$ cat src/rtl/ddc_quad_mixer_decim.sv
// rtl/ddc_quad_mixer_decim.sv - quadrature mixer with accumulate-and-dump decimator
// Three-stage pipe: multiply, integrate/dump, round-shift-saturate.
module ddc_quad_mixer_decim #(
  parameter int DATA_WIDTH    = 16,
  parameter int NCO_WIDTH     = 16,
  parameter int OUT_WIDTH     = 16,
  parameter int ACC_WIDTH     = 40,
  parameter int RATIO_WIDTH   = 8,
  parameter int DEFAULT_SHIFT = 15
) (
  input  logic                   CLK,
  input  logic                   nRST,
  input  logic [DATA_WIDTH-1:0]  adc_data,
  input  logic                   adc_valid,
  input  logic [NCO_WIDTH-1:0]   nco_sin,
  input  logic [NCO_WIDTH-1:0]   nco_cos,
  input  logic [RATIO_WIDTH-1:0] cfg_ratio,
  input  logic [5:0]             cfg_shift,
  input  logic                   cfg_load,
  output logic                   cfg_busy,
  output logic [OUT_WIDTH-1:0]   i_out,
  output logic [OUT_WIDTH-1:0]   q_out,
  output logic                   out_valid,
  output logic                   sat_flag,
  input  logic                   sat_clr
);

  localparam int PW = DATA_WIDTH + NCO_WIDTH;
  localparam int RW = ACC_WIDTH + 1;
  localparam logic signed [RW-1:0] MAXV = RW'((64'sd1 <<< (OUT_WIDTH - 1)) - 64'sd1);
  localparam logic signed [RW-1:0] MINV = ~MAXV;
  localparam logic [OUT_WIDTH-1:0] OUT_MAX = {1'b0, {(OUT_WIDTH-1){1'b1}}};
  localparam logic [OUT_WIDTH-1:0] OUT_MIN = {1'b1, {(OUT_WIDTH-1){1'b0}}};

  logic signed [PW-1:0] xExt, cosExt, sinExt, prodCos, prodSin;
  logic signed [PW-1:0] pI, pQ;
  logic                 s1Valid;

  logic signed [ACC_WIDTH-1:0] accI, accQ, sumI, sumQ, dumpI, dumpQ;
  logic [RATIO_WIDTH-1:0]      cnt, activeRatio, shadowRatio;
  logic [5:0]                  activeShift, shadowShift, dumpShift;
  logic                        dumpValid, busy, blockEnd, applyCfg;

  logic [5:0]           shEff;
  logic [RW-1:0]        roundAdd;
  logic signed [RW-1:0] rndI, rndQ, shI, shQ;
  logic                 satHiI, satLoI, satHiQ, satLoQ;
  logic [OUT_WIDTH-1:0] nextI, nextQ;

  always_comb begin
    xExt    = {{NCO_WIDTH{adc_data[DATA_WIDTH-1]}}, adc_data};
    cosExt  = {{DATA_WIDTH{nco_cos[NCO_WIDTH-1]}}, nco_cos};
    sinExt  = {{DATA_WIDTH{nco_sin[NCO_WIDTH-1]}}, nco_sin};
    prodCos = xExt * cosExt;
    prodSin = xExt * sinExt;
  end

  always_ff @(posedge CLK or negedge nRST) begin
    if (!nRST) begin
      s1Valid <= 1'b0;
      pI      <= '0;
      pQ      <= '0;
    end else begin
      s1Valid <= adc_valid;
      if (adc_valid) begin
        pI <= prodCos;
        pQ <= -prodSin;
      end
    end
  end

  // Shadow config only lands between blocks, so a block never mixes two ratios or shifts.
  always_comb begin
    sumI     = accI + {{(ACC_WIDTH-PW){pI[PW-1]}}, pI};
    sumQ     = accQ + {{(ACC_WIDTH-PW){pQ[PW-1]}}, pQ};
    blockEnd = s1Valid && (cnt == activeRatio);
    applyCfg = busy && !cfg_load && (cnt == '0) && !s1Valid;
  end

  always_ff @(posedge CLK or negedge nRST) begin
    if (!nRST) begin
      accI        <= '0;
      accQ        <= '0;
      cnt         <= '0;
      dumpValid   <= 1'b0;
      dumpI       <= '0;
      dumpQ       <= '0;
      dumpShift   <= 6'(DEFAULT_SHIFT);
      activeRatio <= '0;
      activeShift <= 6'(DEFAULT_SHIFT);
      shadowRatio <= '0;
      shadowShift <= 6'(DEFAULT_SHIFT);
      busy        <= 1'b0;
    end else begin
      dumpValid <= blockEnd;
      if (s1Valid) begin
        if (blockEnd) begin
          dumpI     <= sumI;
          dumpQ     <= sumQ;
          dumpShift <= activeShift;
          accI      <= '0;
          accQ      <= '0;
          cnt       <= '0;
        end else begin
          accI <= sumI;
          accQ <= sumQ;
          cnt  <= cnt + RATIO_WIDTH'(1);
        end
      end
      if (cfg_load) begin
        shadowRatio <= cfg_ratio;
        shadowShift <= cfg_shift;
        busy        <= 1'b1;
      end else if (applyCfg) begin
        activeRatio <= shadowRatio;
        activeShift <= shadowShift;
        busy        <= 1'b0;
      end
    end
  end

  assign cfg_busy = busy;

  // One extra bit keeps the rounding add from wrapping at the largest dump values.
  always_comb begin
    shEff    = ({26'd0, dumpShift} >= 32'(ACC_WIDTH)) ? 6'(ACC_WIDTH - 1) : dumpShift;
    roundAdd = (shEff != 6'd0) ? (RW'(1) << (shEff - 6'd1)) : '0;
    rndI     = $signed({dumpI[ACC_WIDTH-1], dumpI}) + $signed(roundAdd);
    rndQ     = $signed({dumpQ[ACC_WIDTH-1], dumpQ}) + $signed(roundAdd);
    shI      = rndI >>> shEff;
    shQ      = rndQ >>> shEff;
    satHiI   = shI > MAXV;
    satLoI   = shI < MINV;
    satHiQ   = shQ > MAXV;
    satLoQ   = shQ < MINV;
    nextI    = satHiI ? OUT_MAX : (satLoI ? OUT_MIN : shI[OUT_WIDTH-1:0]);
    nextQ    = satHiQ ? OUT_MAX : (satLoQ ? OUT_MIN : shQ[OUT_WIDTH-1:0]);
  end

  always_ff @(posedge CLK or negedge nRST) begin
    if (!nRST) begin
      out_valid <= 1'b0;
      i_out     <= '0;
      q_out     <= '0;
      sat_flag  <= 1'b0;
    end else begin
      out_valid <= dumpValid;
      if (dumpValid) begin
        i_out <= nextI;
        q_out <= nextQ;
      end
      if (dumpValid && (satHiI || satLoI || satHiQ || satLoQ)) begin
        sat_flag <= 1'b1;
      end else if (sat_clr) begin
        sat_flag <= 1'b0;
      end
    end
  end

endmodule
$ cat config.mk
export PLATFORM = sky130hd
export DESIGN_NAME = ddc_quad_mixer_decim
export DESIGN_NICKNAME = d
export VERILOG_FILES = /design/src/rtl/ddc_quad_mixer_decim.sv
export SDC_FILE = /design/constraint.sdc
export NUM_CORES = 2
export LEC_CHECK = 0
export BUFFER_PORTS_ARGS = -buffer_cell sky130_fd_sc_hd__buf_4
export CORE_UTILIZATION = 40
export DETAILED_ROUTE_END_ITERATION = 6
export SKIP_LAST_GASP = 1
export SYNTH_ARGS = -nofsm -noshare
export SYNTH_HDL_FRONTEND = slang
export SYNTH_SLANG_ARGS = --single-unit
$ cat constraint.sdc
create_clock -name CLK -period 8.3 [get_ports CLK]
set_input_delay 1.245 -clock CLK [delete_from_list [all_inputs] [get_ports CLK]]
set_output_delay 1.245 -clock CLK [all_outputs]
set_load 0.01 [all_outputs]
==> run summary <==
The run finished with clean final reports. The tools report the die area as 120200 um2. The synthesized flop and latch total was 303. The wire-length estimate of the detail-placed layout is 124300 um. For the share of the core filled with cells in the final layout, the log shows 0.4422. The routed layout has 41980 vias. In this run the count of I/O pins placed on the die edge is 102. Share of synthesized registers carrying an async set or reset: 1.000. Leaving out fill and tap cells, the most frequent cell in the layout is sky130_fd_sc_hd__nand2_1. The worst setup path is captured at a flop.

The slew at the pin with the worst max-slew slack was 1.028 ns; the worst setup slack after placement was 0.1227 ns. After the first detailed-routing iteration, the DRC count stood at 3637. The placement row count was 126; the per-instance average area after synthesis was 8.456 um2. TritonCTS built the clock tree. The logs give 0.4030 for the starting density of the core and 115 for the count of cell types in the netlist. Classification of the worst setup path: in -> reg. The multiplexer fraction of the synthesized cell area is 0.03825, and the worst hold path depth is 2.

Xor/xnor cell area share of the yosys netlist: 0.04255. The maximum root-to-sink buffer count was 3; the simple-gate portion of the synthesized area was 0.1865. The predominant post-synthesis flop cell was sky130_fd_sc_hd__dfrtp_1. In the post-route analysis, the smallest setup slack over all paths is 0.7205 ns. The tools report the number of hold violations in the final report as 0. After synthesis the cells add up to 47520 um2.

After detailed placement, the total cell area comes to 50810 um2. The run gives 0 as the number of nets still failing antenna checks after routing. Yosys mapped a number of flops with a built-in enable equal to 0. Height of the die: 346.7 um. Buffers inserted to repair hold after CTS numbered 0. The clock drives 303 sinks. The count of fill cells added during filler insertion came out at 11710. The pin count of the biggest net entering global routing is 139, and the area growth from synthesis to final layout is 9.725%.

The logs give 8.77 ns for the required time of the critical path and 155800 um for the total wire length. The number of antenna violations at the first check in global routing is 8, and the via density per instance is 5.807. The combined global-route utilization of all metal layers is 0.2598, and the detail-routed net length per standard cell is 21.55 um. The tools report the number of max-slew violations in the final report as 0. The kind of start point of the critical path is an input port.

The die outline width was 346.7 um. The final non-filler cell area was 52150 um2. The final critical delay including setup and external delays is 7.579 ns, and the final period utilization is 0.9132. After clock tree synthesis, the repair step resized 0 gates.

In this run the number of H-tree levels came out at 2. The total number of nets in the final design was 6564; the share of cells above drive strength 1 was 0.1104. The first global-routing pass estimated 246100 um of wire. The library cells used most frequently in the layout, excluding fill and tap cells, are sky130_fd_sc_hd__nand2_1, sky130_fd_sc_hd__inv_1, sky130_fd_sc_hd__fa_1. The normalized max-slew margin is 0.3106, and the number of max-capacitance violations reported is 0. The synthesized-area fraction occupied by ao, oa, aoi and oai cells came out at 0.1921. The cell sitting at the root of the clock tree is a sky130_fd_sc_hd__clkbuf_16. Setup violations remaining at the end of the flow were counted as 0. The count of input and output buffers was 101; the placer's final routability congestion estimate was 0.9987. After synthesis, the largest family of logic cells by area is adder cells.

For this run, the top clock speed supported by timing is 131.9 MHz. Across the routed clock network, the largest skew measured is 0.02850 ns. The tools report the number of buffers added by the clock tree synthesis step as 38. The sequential area share after synthesis was 0.1599; the number of optimization iterations in the first detailed-route pass was 7. Adder-cell share of the synthesized area: 0.3052. STA puts the critical path data arrival time at 8.05 ns.

For the via count of the first global-routing pass, the log shows 41700. After global routing the overflow that remains totals 0. The cell count after synthesis came out at 5620. For the number of synthesis warnings, the log shows 0. Measured in cells, the most critical reg-to-reg path has a length of 22. In this run the post-CTS setup repair buffer count came out at 0. The core area is 117900 um2. The class of the most critical hold timing path was reg -> reg. The worst-path maximum fanout is 12, and the detailed-route DRC error count is 0. After clock tree synthesis, the clock-pin slew on the worst setup and hold paths is 0.06 ns.

For the summed negative setup slack over all endpoints, the log shows 0 ns. Clock latency on the worst-skew pair, taken at its later pin, is 0.61 ns. Setup repair after global routing left no endpoint under its margin.
worst max-delay path: stages:
cell	delay [ns]
sky130_fd_sc_hd__buf_4	0.19
sky130_fd_sc_hd__buf_4	0.18
sky130_fd_sc_hd__and2_1	0.17
sky130_fd_sc_hd__fa_1	0.50
sky130_fd_sc_hd__inv_1	0.05
sky130_fd_sc_hd__fa_1	0.47
sky130_fd_sc_hd__inv_1	0.05
sky130_fd_sc_hd__fa_1	0.49
sky130_fd_sc_hd__fa_1	0.51
sky130_fd_sc_hd__fa_1	0.50
sky130_fd_sc_hd__inv_1	0.05
sky130_fd_sc_hd__fa_1	0.46
sky130_fd_sc_hd__ha_1	0.41
sky130_fd_sc_hd__or2_2	0.33
sky130_fd_sc_hd__a21oi_1	0.15
sky130_fd_sc_hd__a31oi_1	0.13
sky130_fd_sc_hd__a2111oi_0	0.50
sky130_fd_sc_hd__nor3_1	0.16
sky130_fd_sc_hd__a211o_1	0.28
sky130_fd_sc_hd__a21oi_1	0.19
sky130_fd_sc_hd__nor2b_1	0.08
sky130_fd_sc_hd__or4_1	0.40
sky130_fd_sc_hd__a31oi_1	0.20
sky130_fd_sc_hd__xnor2_1	0.08
sky130_fd_sc_hd__mux2_2	0.26
cells in the mapped netlist, types with 41 or more instances:
cell type,number,share of area
sky130_fd_sc_hd__clkbuf_1,292,0.023
sky130_fd_sc_hd__inv_1,584,0.046
sky130_fd_sc_hd__or3_1,43,0.0057
sky130_fd_sc_hd__nand3_1,99,0.010
sky130_fd_sc_hd__o2bb2ai_1,73,0.013
sky130_fd_sc_hd__nand2_1,667,0.053
sky130_fd_sc_hd__mux2_2,95,0.023
sky130_fd_sc_hd__fa_1,522,0.22
sky130_fd_sc_hd__dfrtp_1,291,0.15
sky130_fd_sc_hd__nor3_1,128,0.013
sky130_fd_sc_hd__xnor2_1,154,0.028
sky130_fd_sc_hd__nand2b_1,51,0.0067
sky130_fd_sc_hd__and3_1,46,0.0061
sky130_fd_sc_hd__xor2_1,75,0.014
sky130_fd_sc_hd__mux2i_1,68,0.014
sky130_fd_sc_hd__o21ai_0,278,0.029
sky130_fd_sc_hd__ha_1,316,0.083
sky130_fd_sc_hd__o211ai_1,62,0.0098
sky130_fd_sc_hd__and2_1,272,0.036
sky130_fd_sc_hd__a21o_1,95,0.015
sky130_fd_sc_hd__o21a_1,41,0.0065
sky130_fd_sc_hd__nor2b_1,43,0.0057
sky130_fd_sc_hd__nor2_1,297,0.023
sky130_fd_sc_hd__a31oi_1,71,0.0093
sky130_fd_sc_hd__a211oi_1,59,0.0093
sky130_fd_sc_hd__a21oi_1,250,0.026
flip-flops by register name, summed over array words and instances (netlist names):
| name | flops |
|---|---|
| accI | 40 |
| accQ | 40 |
| dumpI | 40 |
| dumpQ | 40 |
| pI | 32 |
| pQ | 32 |
| i_out | 16 |
| q_out | 16 |
| activeRatio | 8 |
| cnt | 8 |
| shadowRatio | 8 |
| activeShift | 6 |
| dumpShift | 6 |
| shadowShift | 6 |
| cfg_busy | 1 |
| dumpValid | 1 |
| out_valid | 1 |
| s1Valid | 1 |
| sat_flag | 1 |
final cells by class:
cell class | instances | area [um2] | area share
Sequential cell | 303 | 7600 | 0.1457
Multi-Input combinational cell | 4383 | 36410 | 0.6983
Clock inverter | 19 | 264.0 | 0.005063
Antenna cell | 5 | 12.51 | 0.0002399
Tap cell | 1536 | 1922 | 0.03685
Inverter | 587 | 2203 | 0.04225
Timing Repair Buffer | 346 | 2668 | 0.05116
Clock buffer | 49 | 1062 | 0.02037
cell families after synthesis:
logic type | Yosys count
xor+xnor | 230
buf+inv | 935
mux | 166
compound gates | 1326
fa+ha+maj | 848
flops | 303
other cells | 1
simple gates | 1811
worst paths after layout:
path / endpoint / slack [ns] / start
worst max-delay path: pQ[31]$_DFFE_PN0P_ / 0.72 / adc_data[10]
worst min-delay path: dumpShift[2]$_DFFE_PN1P_ / 0.45 / activeShift[2]$_DFFE_PN1P_
worst max register to register: i_out[1]$_DFFE_PN0P_ / 0.79 / dumpShift[3]$_DFFE_PN1P_
worst min register to register: dumpShift[2]$_DFFE_PN1P_ / 0.45 / activeShift[2]$_DFFE_PN1P_
max in group asynchronous: activeRatio[3]$_DFFE_PN0P_ / 6.44 / nRST
min in group asynchronous: dumpQ[1]$_DFFE_PN0P_ / 0.61 / nRST
metal layers:
layer,wire [um],vias up,global-route usage
met3,9587,351,0.02963
met4,7213,4,0.1075
met5,27,-,0
met1,68800,20630,0.3551
met2,70130,1551,0.4169
li1,-,19440,-
stage by stage:
step / hold WS [ns] / std cells
after detailed placement: 0.4466 / 7155
after floorplan: 0.4209 / 5621
after global placement: 0.4436 / 7155
after CTS: 0.4501 / 7223
final: 0.4462 / 7228
after global routing: 0.4630 / 7227
Power is left out: the tool's default activity adds up to more than one toggle a clock period on the data nets, which glitch-free logic cannot reach.
